===== config.mk =====
export PLATFORM = sky130hd
export DESIGN_NAME = apb_arb_master
export DESIGN_NICKNAME = d
export VERILOG_FILES = /design/src/rtl/apb_arb_pkg.sv /design/src/rtl/apb_arb_master_rr_arb2.sv /design/src/rtl/apb_arb_master.sv
export SDC_FILE = /design/constraint.sdc
export NUM_CORES = 1
export LEC_CHECK = 0
export BUFFER_PORTS_ARGS = -buffer_cell sky130_fd_sc_hd__buf_2
export CORE_MARGIN = 2
export CORE_UTILIZATION = 47
export DETAILED_ROUTE_END_ITERATION = 7
export GPL_ROUTABILITY_DRIVEN = 0
export PLACE_DENSITY = 0.87
export SLEW_MARGIN = 20
export SYNTH_ARGS = -nofsm -noshare
export SYNTH_HDL_FRONTEND = slang
export SYNTH_SLANG_ARGS = --single-unit

===== constraint.sdc =====
create_clock -name PCLK -period 1.6 [get_ports PCLK]
set_input_delay 0 -clock PCLK [delete_from_list [all_inputs] [get_ports PCLK]]
set_output_delay 0 -clock PCLK [all_outputs]
set_load 0.01 [all_outputs]

===== src/rtl/apb_arb_pkg.sv =====
// ============================================================================
// Module   : apb_arb_pkg
// Brief    : Shared types and constants for the two-requester APB master.
// Revision : 1.0 - initial release
// ============================================================================
`default_nettype none

package apb_arb_pkg;

   typedef enum logic [1:0] {
      IDLE   = 2'd0,
      SETUP  = 2'd1,
      ACCESS = 2'd2
   } state_t;

   localparam int NUM_REQ            = 2;
   localparam int DEF_TIMEOUT_CYCLES = 16;

endpackage

`default_nettype wire


===== src/rtl/apb_arb_master_rr_arb2.sv =====
// ============================================================================
// Module   : rr_arb2
// Brief    : Two-way round-robin arbiter; combinational one-hot grant.
// Revision : 1.0 - initial release
// ============================================================================
`default_nettype none

module rr_arb2
   import apb_arb_pkg::*;
(
   input  logic [NUM_REQ-1:0] i_elig,
   input  logic               i_last_grant,
   output logic [NUM_REQ-1:0] o_gnt
);

   always_comb begin
      o_gnt = '0;
      case (i_elig)
         2'b01:   o_gnt = 2'b01;
         2'b10:   o_gnt = 2'b10;
         // On contention the requester not served last time wins.
         2'b11:   o_gnt = i_last_grant ? 2'b01 : 2'b10;
         default: o_gnt = '0;
      endcase
   end

endmodule

`default_nettype wire


===== src/rtl/apb_arb_master.sv =====
// ============================================================================
// Module   : apb_arb_master
// Brief    : APB master shared by two requesters with round-robin arbitration.
//            Optional ACCESS timeout enabled by macro APB_ARB_TIMEOUT_EN.
// Revision : 1.0 - initial release
// ============================================================================
`default_nettype none

module apb_arb_master
   import apb_arb_pkg::*;
#(
   parameter int AWIDTH         = 4,
   parameter int DWIDTH         = 8,
   parameter int TIMEOUT_CYCLES = DEF_TIMEOUT_CYCLES
) (
   input  logic              PCLK,
   input  logic              PRESETn,
   input  logic              req0_valid,
   input  logic              req0_write,
   input  logic [AWIDTH-1:0] req0_addr,
   input  logic [DWIDTH-1:0] req0_wdata,
   output logic              req0_ack,
   output logic [DWIDTH-1:0] req0_rdata,
   output logic              req0_err,
   input  logic              req1_valid,
   input  logic              req1_write,
   input  logic [AWIDTH-1:0] req1_addr,
   input  logic [DWIDTH-1:0] req1_wdata,
   output logic              req1_ack,
   output logic [DWIDTH-1:0] req1_rdata,
   output logic              req1_err,
   output logic              PSEL,
   output logic              PENABLE,
   output logic              PWRITE,
   output logic [AWIDTH-1:0] PADDR,
   output logic [DWIDTH-1:0] PWDATA,
   input  logic [DWIDTH-1:0] PRDATA,
   input  logic              PREADY,
   input  logic              PSLVERR
);

   state_t              r_state;
   state_t              w_state_nxt;
   logic [NUM_REQ-1:0]  w_elig;
   logic [NUM_REQ-1:0]  w_gnt;
   logic [NUM_REQ-1:0]  r_ack;
   logic [NUM_REQ-1:0]  r_err;
   logic                r_gnt;
   logic                r_last;
   logic                w_done;
   logic                w_tmo;
   logic                r_pwrite;
   logic [AWIDTH-1:0]   r_paddr;
   logic [DWIDTH-1:0]   r_pwdata;
   logic [DWIDTH-1:0]   r_rdata0;
   logic [DWIDTH-1:0]   r_rdata1;
   logic [DWIDTH-1:0]   w_rdata;

   // A requester being acked this cycle must not be granted again on the same valid.
   assign w_elig = {req1_valid & ~r_ack[1], req0_valid & ~r_ack[0]};

   rr_arb2 u_rr_arb2 (
      .i_elig       (w_elig),
      .i_last_grant (r_last),
      .o_gnt        (w_gnt)
   );

   assign w_done  = (r_state == ACCESS) && PREADY;
   assign w_rdata = (w_done && !r_pwrite) ? PRDATA : '0;

`ifdef APB_ARB_TIMEOUT_EN
   localparam int C_TCNT_W = $clog2(TIMEOUT_CYCLES) + 1;
   logic [C_TCNT_W-1:0] r_tcnt;

   always_ff @(posedge PCLK or negedge PRESETn) begin
      if (!PRESETn) begin
         r_tcnt <= '0;
      end else if (r_state == SETUP) begin
         r_tcnt <= '0;
      end else if ((r_state == ACCESS) && !PREADY) begin
         r_tcnt <= r_tcnt + 1'b1;
      end
   end

   assign w_tmo = (r_state == ACCESS) && !PREADY &&
                  (r_tcnt == C_TCNT_W'(TIMEOUT_CYCLES - 1));
`else
   logic w_unused_tmo;
   assign w_unused_tmo = (TIMEOUT_CYCLES != 0);
   assign w_tmo        = 1'b0;
`endif

   always_ff @(posedge PCLK or negedge PRESETn) begin
      if (!PRESETn) begin
         r_state <= IDLE;
      end else begin
         r_state <= w_state_nxt;
      end
   end

   always_comb begin
      w_state_nxt = r_state;
      case (r_state)
         IDLE:    if (|w_elig) w_state_nxt = SETUP;
         SETUP:   w_state_nxt = ACCESS;
         ACCESS:  if (w_done || w_tmo) w_state_nxt = IDLE;
         default: w_state_nxt = IDLE;
      endcase
   end

   always_ff @(posedge PCLK or negedge PRESETn) begin
      if (!PRESETn) begin
         r_gnt    <= 1'b0;
         r_last   <= 1'b1;
         r_pwrite <= 1'b0;
         r_paddr  <= '0;
         r_pwdata <= '0;
         r_ack    <= '0;
         r_err    <= '0;
         r_rdata0 <= '0;
         r_rdata1 <= '0;
      end else begin
         r_ack    <= '0;
         r_err    <= '0;
         r_rdata0 <= '0;
         r_rdata1 <= '0;
         if ((r_state == IDLE) && (|w_elig)) begin
            r_gnt    <= w_gnt[1];
            r_pwrite <= w_gnt[1] ? req1_write : req0_write;
            r_paddr  <= w_gnt[1] ? req1_addr  : req0_addr;
            r_pwdata <= w_gnt[1] ? req1_wdata : req0_wdata;
         end
         if (w_done || w_tmo) begin
            r_last       <= r_gnt;
            r_ack[r_gnt] <= 1'b1;
            r_err[r_gnt] <= w_tmo ? 1'b1 : PSLVERR;
            if (r_gnt) begin
               r_rdata1 <= w_rdata;
            end else begin
               r_rdata0 <= w_rdata;
            end
         end
      end
   end

   // PSEL/PENABLE decode straight from the state register so reset clears them at once.
   assign PSEL       = (r_state != IDLE);
   assign PENABLE    = (r_state == ACCESS);
   assign PWRITE     = r_pwrite;
   assign PADDR      = r_paddr;
   assign PWDATA     = r_pwdata;
   assign req0_ack   = r_ack[0];
   assign req1_ack   = r_ack[1];
   assign req0_err   = r_err[0];
   assign req1_err   = r_err[1];
   assign req0_rdata = r_rdata0;
   assign req1_rdata = r_rdata1;

endmodule

`default_nettype wire


==> results of run 1 <==
## how the worst max path moves through the flow
stage	startpoint	endpoint	slack, ps	cells after the start
floorplan	r_ack[1]	r_gnt	210	4
global placement	r_state[0]	r_gnt	150	3
detailed placement	r_state[0]	r_gnt	70	3
CTS	r_last	PADDR[2]	70	4
global route	r_last	PWDATA[4]	-3	4
finish	r_state[0]	r_gnt	100	3
## layer usage
metal	share of wire [%]	up-vias	global-route usage [%]
li1	-	715	-
met3	7.5	10	5.63
met2	51	76	38.9
met4	1.7	0	10.9
met5	0	-	0
met1	40	714	24.8
## final cells by class
class / instances / area share (%)
multi-input cells: 87 / 29.4
clock buffers: 8 / 2.40
repair buffers: 108 / 27.9
inverters: 1 / 0.153
flip-flops and latches: 37 / 37.8
well taps: 46 / 2.34
## per-stage QoR
step                      cell area [µm²]  hold slack, ps  setup slack (ps)  util (%)  TNS [ps]
final                                2450             107               102      71.9         0
after global routing                 2450             111             -2.72      71.9     -2.72
after CTS                            2440            95.3              67.6      71.4         0
after detailed placement             2140             119              66.2      62.7         0
after global placement               2140             115               149      62.7         0
after floorplan                      1710            -296               206         -         0
## cell families after synthesis
| logic type | Yosys count | share of synthesized area [%] |
|---|---|---|
| AOI/OAI and AO/OA | 42 | 22.1 |
| buffers and inverters | 12 | 4.53 |
| DFF | 37 | 54.2 |
| muxes | 1 | 0.658 |
| and+or+nand+nor | 44 | 18.6 |
## cells in the final DEF, fill, tap and decap left out
| cell | instances |
|---|---|
| a2bb2oi_2 | 9 |
| or2_2 | 1 |
| nor2_1 | 2 |
| mux2_2 | 1 |
| and2_1 | 18 |
| clkbuf_4 | 5 |
| dfrtp_1 | 36 |
| a21o_1 | 1 |
| and3b_2 | 7 |
| nand2b_2 | 1 |
| inv_1 | 1 |
| nor3_1 | 1 |
| nand3b_1 | 2 |
| a221oi_2 | 2 |
| and3b_1 | 7 |
| and3_1 | 1 |
| a21oi_4 | 1 |
| nor3b_1 | 1 |
| and2b_1 | 1 |
| clkbuf_1 | 2 |
| a221oi_1 | 11 |
| buf_2 | 74 |
| dlygate4sd3_1 | 24 |
| a2bb2oi_1 | 4 |
| buf_4 | 10 |
| dfstp_2 | 1 |
| nand2b_1 | 2 |
| clkbuf_8 | 1 |
| o21ai_0 | 14 |
## critical path: stages, from the launching register on
cell and delay [ps]:
dfrtp_1 410, or2_2 450, a21oi_4 180, mux2_2 350
## flip-flops by register name, summed over array words and instances, names as in the netlist
| name | flops |
|---|---|
| r_last | 1 |
| PWRITE | 1 |
| req1_rdata | 8 |
| req0_rdata | 8 |
| r_ack | 2 |
| PADDR | 4 |
| r_state | 2 |
| r_err | 2 |
| r_gnt | 1 |
| PWDATA | 8 |
## timing repair
action,in CTS,in global routing
hold buffers,24,0
endpoints found under the hold margin,69,0
endpoints found under the setup margin,0,2
gates resized for setup,0,4
## power by group through the flow
stage	logic, W	registers (W)	clock network, W
final	0.00154	0.00136	0.000509
after floorplan	0.000952	0.00146	0
after global placement	0.00142	0.00136	0
after global routing	0.00166	0.00139	0.000571
after detailed placement	0.00146	0.00138	0
after CTS	0.00150	0.00136	0.000521
==> implementation parameters, run 1 <==
Parameter                              Value

Worst setup path
  Worst Reg-to-Reg Cells ... 3
  Data required time at the worst endpoint ... 1830 ps
  Arrival time of the worst setup path ... 1730 ps
  Reg-to-Reg End ... r_gnt
  FF-to-FF setup slack ... 100 ps
  CP Capture Type ... register
  Crit path max fanout ... 15
  CP Class ... reg2reg
  Kind of start point of the critical path ... register
  Start of the worst register-to-register path ... r_state[0]

Floorplan
  Count of pins on the block boundary ... 75
  Full die area ... 4140 µm²
  Starting density of the core ... 50.1%
  Core ar. ... 3420 µm²
  Vertical die dimension ... 64.3 µm
  Die extent in x ... 64.3 µm
  Std cell rows ... 21

Pwr
  Worst IR Drop VDD ... 0.732 mV
  Switching power total ... 0.00120 W
  Part of the total power dissipated in sequential elements ... 40.0%
  Combinational cell fraction of total power ... 45.1%
  Fraction of power spent switching nets ... 35.2%
  Static Leakage ... 1.25 nW
  Cell internal power dissipation ... 0.00221 W
  Clock network fraction of design power ... 14.9%
  P per Cell Area ... 1390 nW/µm²
  Sum of internal, switching and leakage power ... 0.00341 W

Logic synthesis
  Cell types occupying the most area after synthesis ... dfrtp_1 53%, a2bb2oi_2 7.9%, a221oi_1 6.7%
  Post-Syn Nets ... 176
  Library cell with the largest summed area after synthesis ... dfrtp_1
  Number of flops mapped to enable cells by yosys ... 0
  Main synth FF type ... dfrtp_1
  FFs w/ async S/R, synth ... 100%
  Post-synth design cell area ... 1710 µm²
  Top cells by count, synth ... 36 x dfrtp_1, 18 x and2_1, 14 x o21ai_0, 13 x a221oi_1, 9 x a2bb2oi_2
  Gate Count Post-Synth ... 136
  Seq cells post-synth ... 37
  Library cells used by synthesis ... 27
  Area fraction of the dominant cell type after synthesis ... 52.6%
  Total of warnings raised by yosys ... 0
  Sequential fraction of the synthesis area ... 54.2%
  Most numerous cell in the Yosys netlist ... dfrtp_1
  Post-Syn Area per Cell ... 12.6 µm²

STA
  Post-layout min period ... 1500 ps
  Setup repair after global routing missed its margin ... yes
  Worst-margin pin slew ... 768 ps
  Number of max-slew violations in the final report ... 0
  Worst setup skew after layout ... 11.3 ps
  Number of setup violations in the final report ... 0
  Final hold viol count ... 0
  Part of the cycle the worst path needs ... 93.6%
  Slew Limit Headroom ... 48.8%
  Maximum frequency from static timing analysis ... 0.667 GHz

Placement
  Sum of net half-perimeters after detailed placement ... 2.88 mm
  Count of input and output buffers ... 74
  Placed instance count ... 255

Global routing
  Via count of the first global-routing pass ... 1,569
  Maximum number of pins on one net before global-route repair ... 38
  Total congestion overflow after global routing ... 0
  Global-route total usage across every layer ... 22.2%
  First-pass GRT wire length ... 6.89 mm
  Antenna violations before repair ... 0

Hold path
  Class of the tightest hold or removal check ... in2reg
  Worst min-delay path endpoint ... PWDATA[5]
  Hold path startpoint ... req1_wdata[5]
  Number of cells traversed by the worst hold path ... 4

Drt
  Number of remaining DRC errors ... 0
  Via count ... 1,515
  Pre-antenna DRT Iters ... 4
  Final antenna-violating net count ... 0
  Aggregate routed wire length ... 4.32 mm
  Routed wirelength normalized by instance count ... 15.0 µm
  Via density per instance ... 5.28
  Iteration-0 DRC Markers ... 140

Final layout
  Register Area ... 927 µm²
  Fill count ... 250
  Number of nets in the layout ... 280
  Layout overhead on the synthesized area ... 43.4%
  Share of layout cells above drive strength 1 ... 46.9%
  Multi-input logic area ... 722 µm²
  Antenna fix cells ... 0
  Final standard cell count with taps included and fillers excluded ... 287

Clock network
  Number of H-tree levels ... 2
  Buffers inserted during post-CTS setup optimization ... 0
  Clock buffers created by TritonCTS ... 5
  Clock-pin slew on the worst setup and hold paths ... 110 ps
  TritonCTS clock tree ... done
  Clk sink count ... 37
  Maximum buffer depth of the clock tree ... 2
  Worst-Skew Late Latency ... 340 ps
  Clock tree root buffer cell ... clkbuf_4

Flow run
  Maximum capacitance violations ... 0

Outcome
  Status ... finished, final reports clean
Power figures use the tool's default switching activity.
==> inputs of run 2 (changes only) <==
--- a/config.mk
+++ b/config.mk
@@ -8,3 +8,3 @@
 export BUFFER_PORTS_ARGS = -buffer_cell sky130_fd_sc_hd__buf_2
-export CORE_MARGIN = 2
+export CORE_MARGIN = 10
 export CORE_UTILIZATION = 47
--- a/constraint.sdc
+++ b/constraint.sdc
@@ -3,2 +3,2 @@
 set_output_delay 0 -clock PCLK [all_outputs]
-set_load 0.01 [all_outputs]
+set_load 0.005 [all_outputs]
==> run 2 against run 1 <==
  * Global-route usage decreased by 6.4 points
  * Flip-flop and latch count unchanged
  * Sequential power about the same
  * Critical path type unchanged
  * Register-to-register slack improved by 30 ps
==> implementation parameters, run 2 (synthesized netlist as in run 1, its figures left out) <==
Parameter                              Value

Outcome
  Status ... finished, final reports clean

Worst setup path
  Arrival time of the worst setup path ... 1690 ps
  Worst Reg-to-Reg Cells ... 4
  CP Class ... reg2reg
  Start of the worst register-to-register path ... r_ack[0]
  CP Capture Type ... register
  Crit path max fanout ... 9
  Reg-to-Reg End ... PWDATA[6]
  Data required time at the worst endpoint ... 1820 ps
  FF-to-FF setup slack ... 130 ps
  Kind of start point of the critical path ... register

Global routing
  Total congestion overflow after global routing ... 0
  First-pass GRT wire length ... 8.11 mm
  Antenna violations before repair ... 0
  Via count of the first global-routing pass ... 1,640
  Global-route total usage across every layer ... 15.8%
  Maximum number of pins on one net before global-route repair ... 38

Clock network
  Number of H-tree levels ... 2
  Maximum buffer depth of the clock tree ... 2
  Worst-Skew Late Latency ... 340 ps
  Clock tree root buffer cell ... clkbuf_4
  Clock buffers created by TritonCTS ... 5
  Clock-pin slew on the worst setup and hold paths ... 110 ps
  Clk sink count ... 37
  TritonCTS clock tree ... done

Pwr
  Static Leakage ... 1.24 nW
  Sum of internal, switching and leakage power ... 0.00327 W
  P per Cell Area ... 1340 nW/µm²
  Worst IR Drop VDD ... 0.599 mV

Hold path
  Number of cells traversed by the worst hold path ... 3
  Hold path startpoint ... req0_valid
  Class of the tightest hold or removal check ... in2reg
  Worst min-delay path endpoint ... r_state[0]

STA
  Final hold viol count ... 0
  Maximum frequency from static timing analysis ... 0.681 GHz
  Number of max-slew violations in the final report ... 0
  Number of setup violations in the final report ... 0
  Slew Limit Headroom ... 46.7%
  Setup tns final ... 0 ps
  Post-layout min period ... 1470 ps
  Worst setup skew after layout ... 10.9 ps
  Part of the cycle the worst path needs ... 91.8%
  Setup WS post-layout ... 132 ps
  Setup repair after global routing missed its margin ... no
  Worst-margin pin slew ... 799 ps

Floorplan
  Full die area ... 6460 µm²
  Die extent in x ... 80.3 µm
  Count of pins on the block boundary ... 75
  Vertical die dimension ... 80.3 µm
  Core ar. ... 3420 µm²
  Starting density of the core ... 50.1%
  Std cell rows ... 21

Drt
  Final antenna-violating net count ... 0
  Routed wirelength normalized by instance count ... 16.6 µm
  Via density per instance ... 5.27
  Iteration-0 DRC Markers ... 78
  Number of remaining DRC errors ... 0
  Pre-antenna DRT Iters ... 6
  Via count ... 1,512
  Aggregate routed wire length ... 4.77 mm

Placement
  Placed instance count ... 254
  Sum of net half-perimeters after detailed placement ... 3.44 mm
  Worst setup slack before clock tree synthesis ... 43.2 ps
  Count of input and output buffers ... 74

Final layout
  Leading cell type in the layout, fill and taps excluded ... buf_2
  Share of layout cells above drive strength 1 ... 46.1%
  Layout overhead on the synthesized area ... 42.6%
  Number of nets in the layout ... 280
  Multi-input logic area ... 718 µm²
  Fill count ... 241
  Register Area ... 927 µm²
  Antenna fix cells ... 0
  Final standard cell count with taps included and fillers excluded ... 287
  Most used cells in the layout excluding fill and tap cells ... 74 x buf_2, 36 x dfrtp_1, 24 x dlygate4sd3_1

Flow run
  Maximum capacitance violations ... 0
run 2: layout make-up:
type	count	area share, %
Sequential cell	37	38.0
Multi-Input combinational cell	87	29.4
Timing Repair Buffer	108	28.1
Tap cell	46	2.36
Clock buffer	8	2.00
Inverter	1	0.154
run 2: power by group:
| group | internal (W) | leakage (nW) | switching [W] |
|---|---|---|---|
| Sequential | 0.00119 | 0.471 | 0.000170 |
| Clock | 0.000175 | 0.0265 | 0.000288 |
| Combinational | 0.000806 | 0.744 | 0.000641 |
| Total | 0.00217 | 1.24 | 0.00110 |
run 2: per-stage QoR:
| step | hold WS (ps) | instance area (µm²) | util (%) |
|---|---|---|---|
| after CTS | 92.4 | 2420 | 70.9 |
| after detailed placement | 135 | 2130 | 62.5 |
| after floorplan | -296 | 1710 | - |
| after global placement | 116 | 2130 | 62.5 |
| final | 44.6 | 2440 | 71.5 |
| after global routing | 45.8 | 2440 | 71.5 |
run 2: critical path, cell delays in order (launching register included):
cell       delay, ps
dfrtp_1          420
nand2b_2         260
buf_4            200
a221oi_1         390
a2bb2oi_2         80
run 2: timing repair:
item	CTS	global route
buffers inserted	0	1
hold buffers	24	0
resized for setup	0	3
hold endpoints to repair	69	0
setup endpoints to repair	0	12
run 2: worst max-delay path by stage:
stage,from,end,depth (start not counted)
after floorplan,r_state[0],r_gnt,4
after global placement,r_last,PADDR[3],3
after detailed placement,r_last,PWDATA[6],3
after CTS,r_last,PADDR[3],3
after global routing,r_ack[0],PADDR[1],4
final,r_ack[0],PWDATA[6],4
run 2: routing by layer:
layer  routed length [µm]  global-route usage [%]
met1                 1820                    16.8
met3                  656                    9.35
met5                    0                       0
met2                 2230                    25.6
met4                   64                    4.75
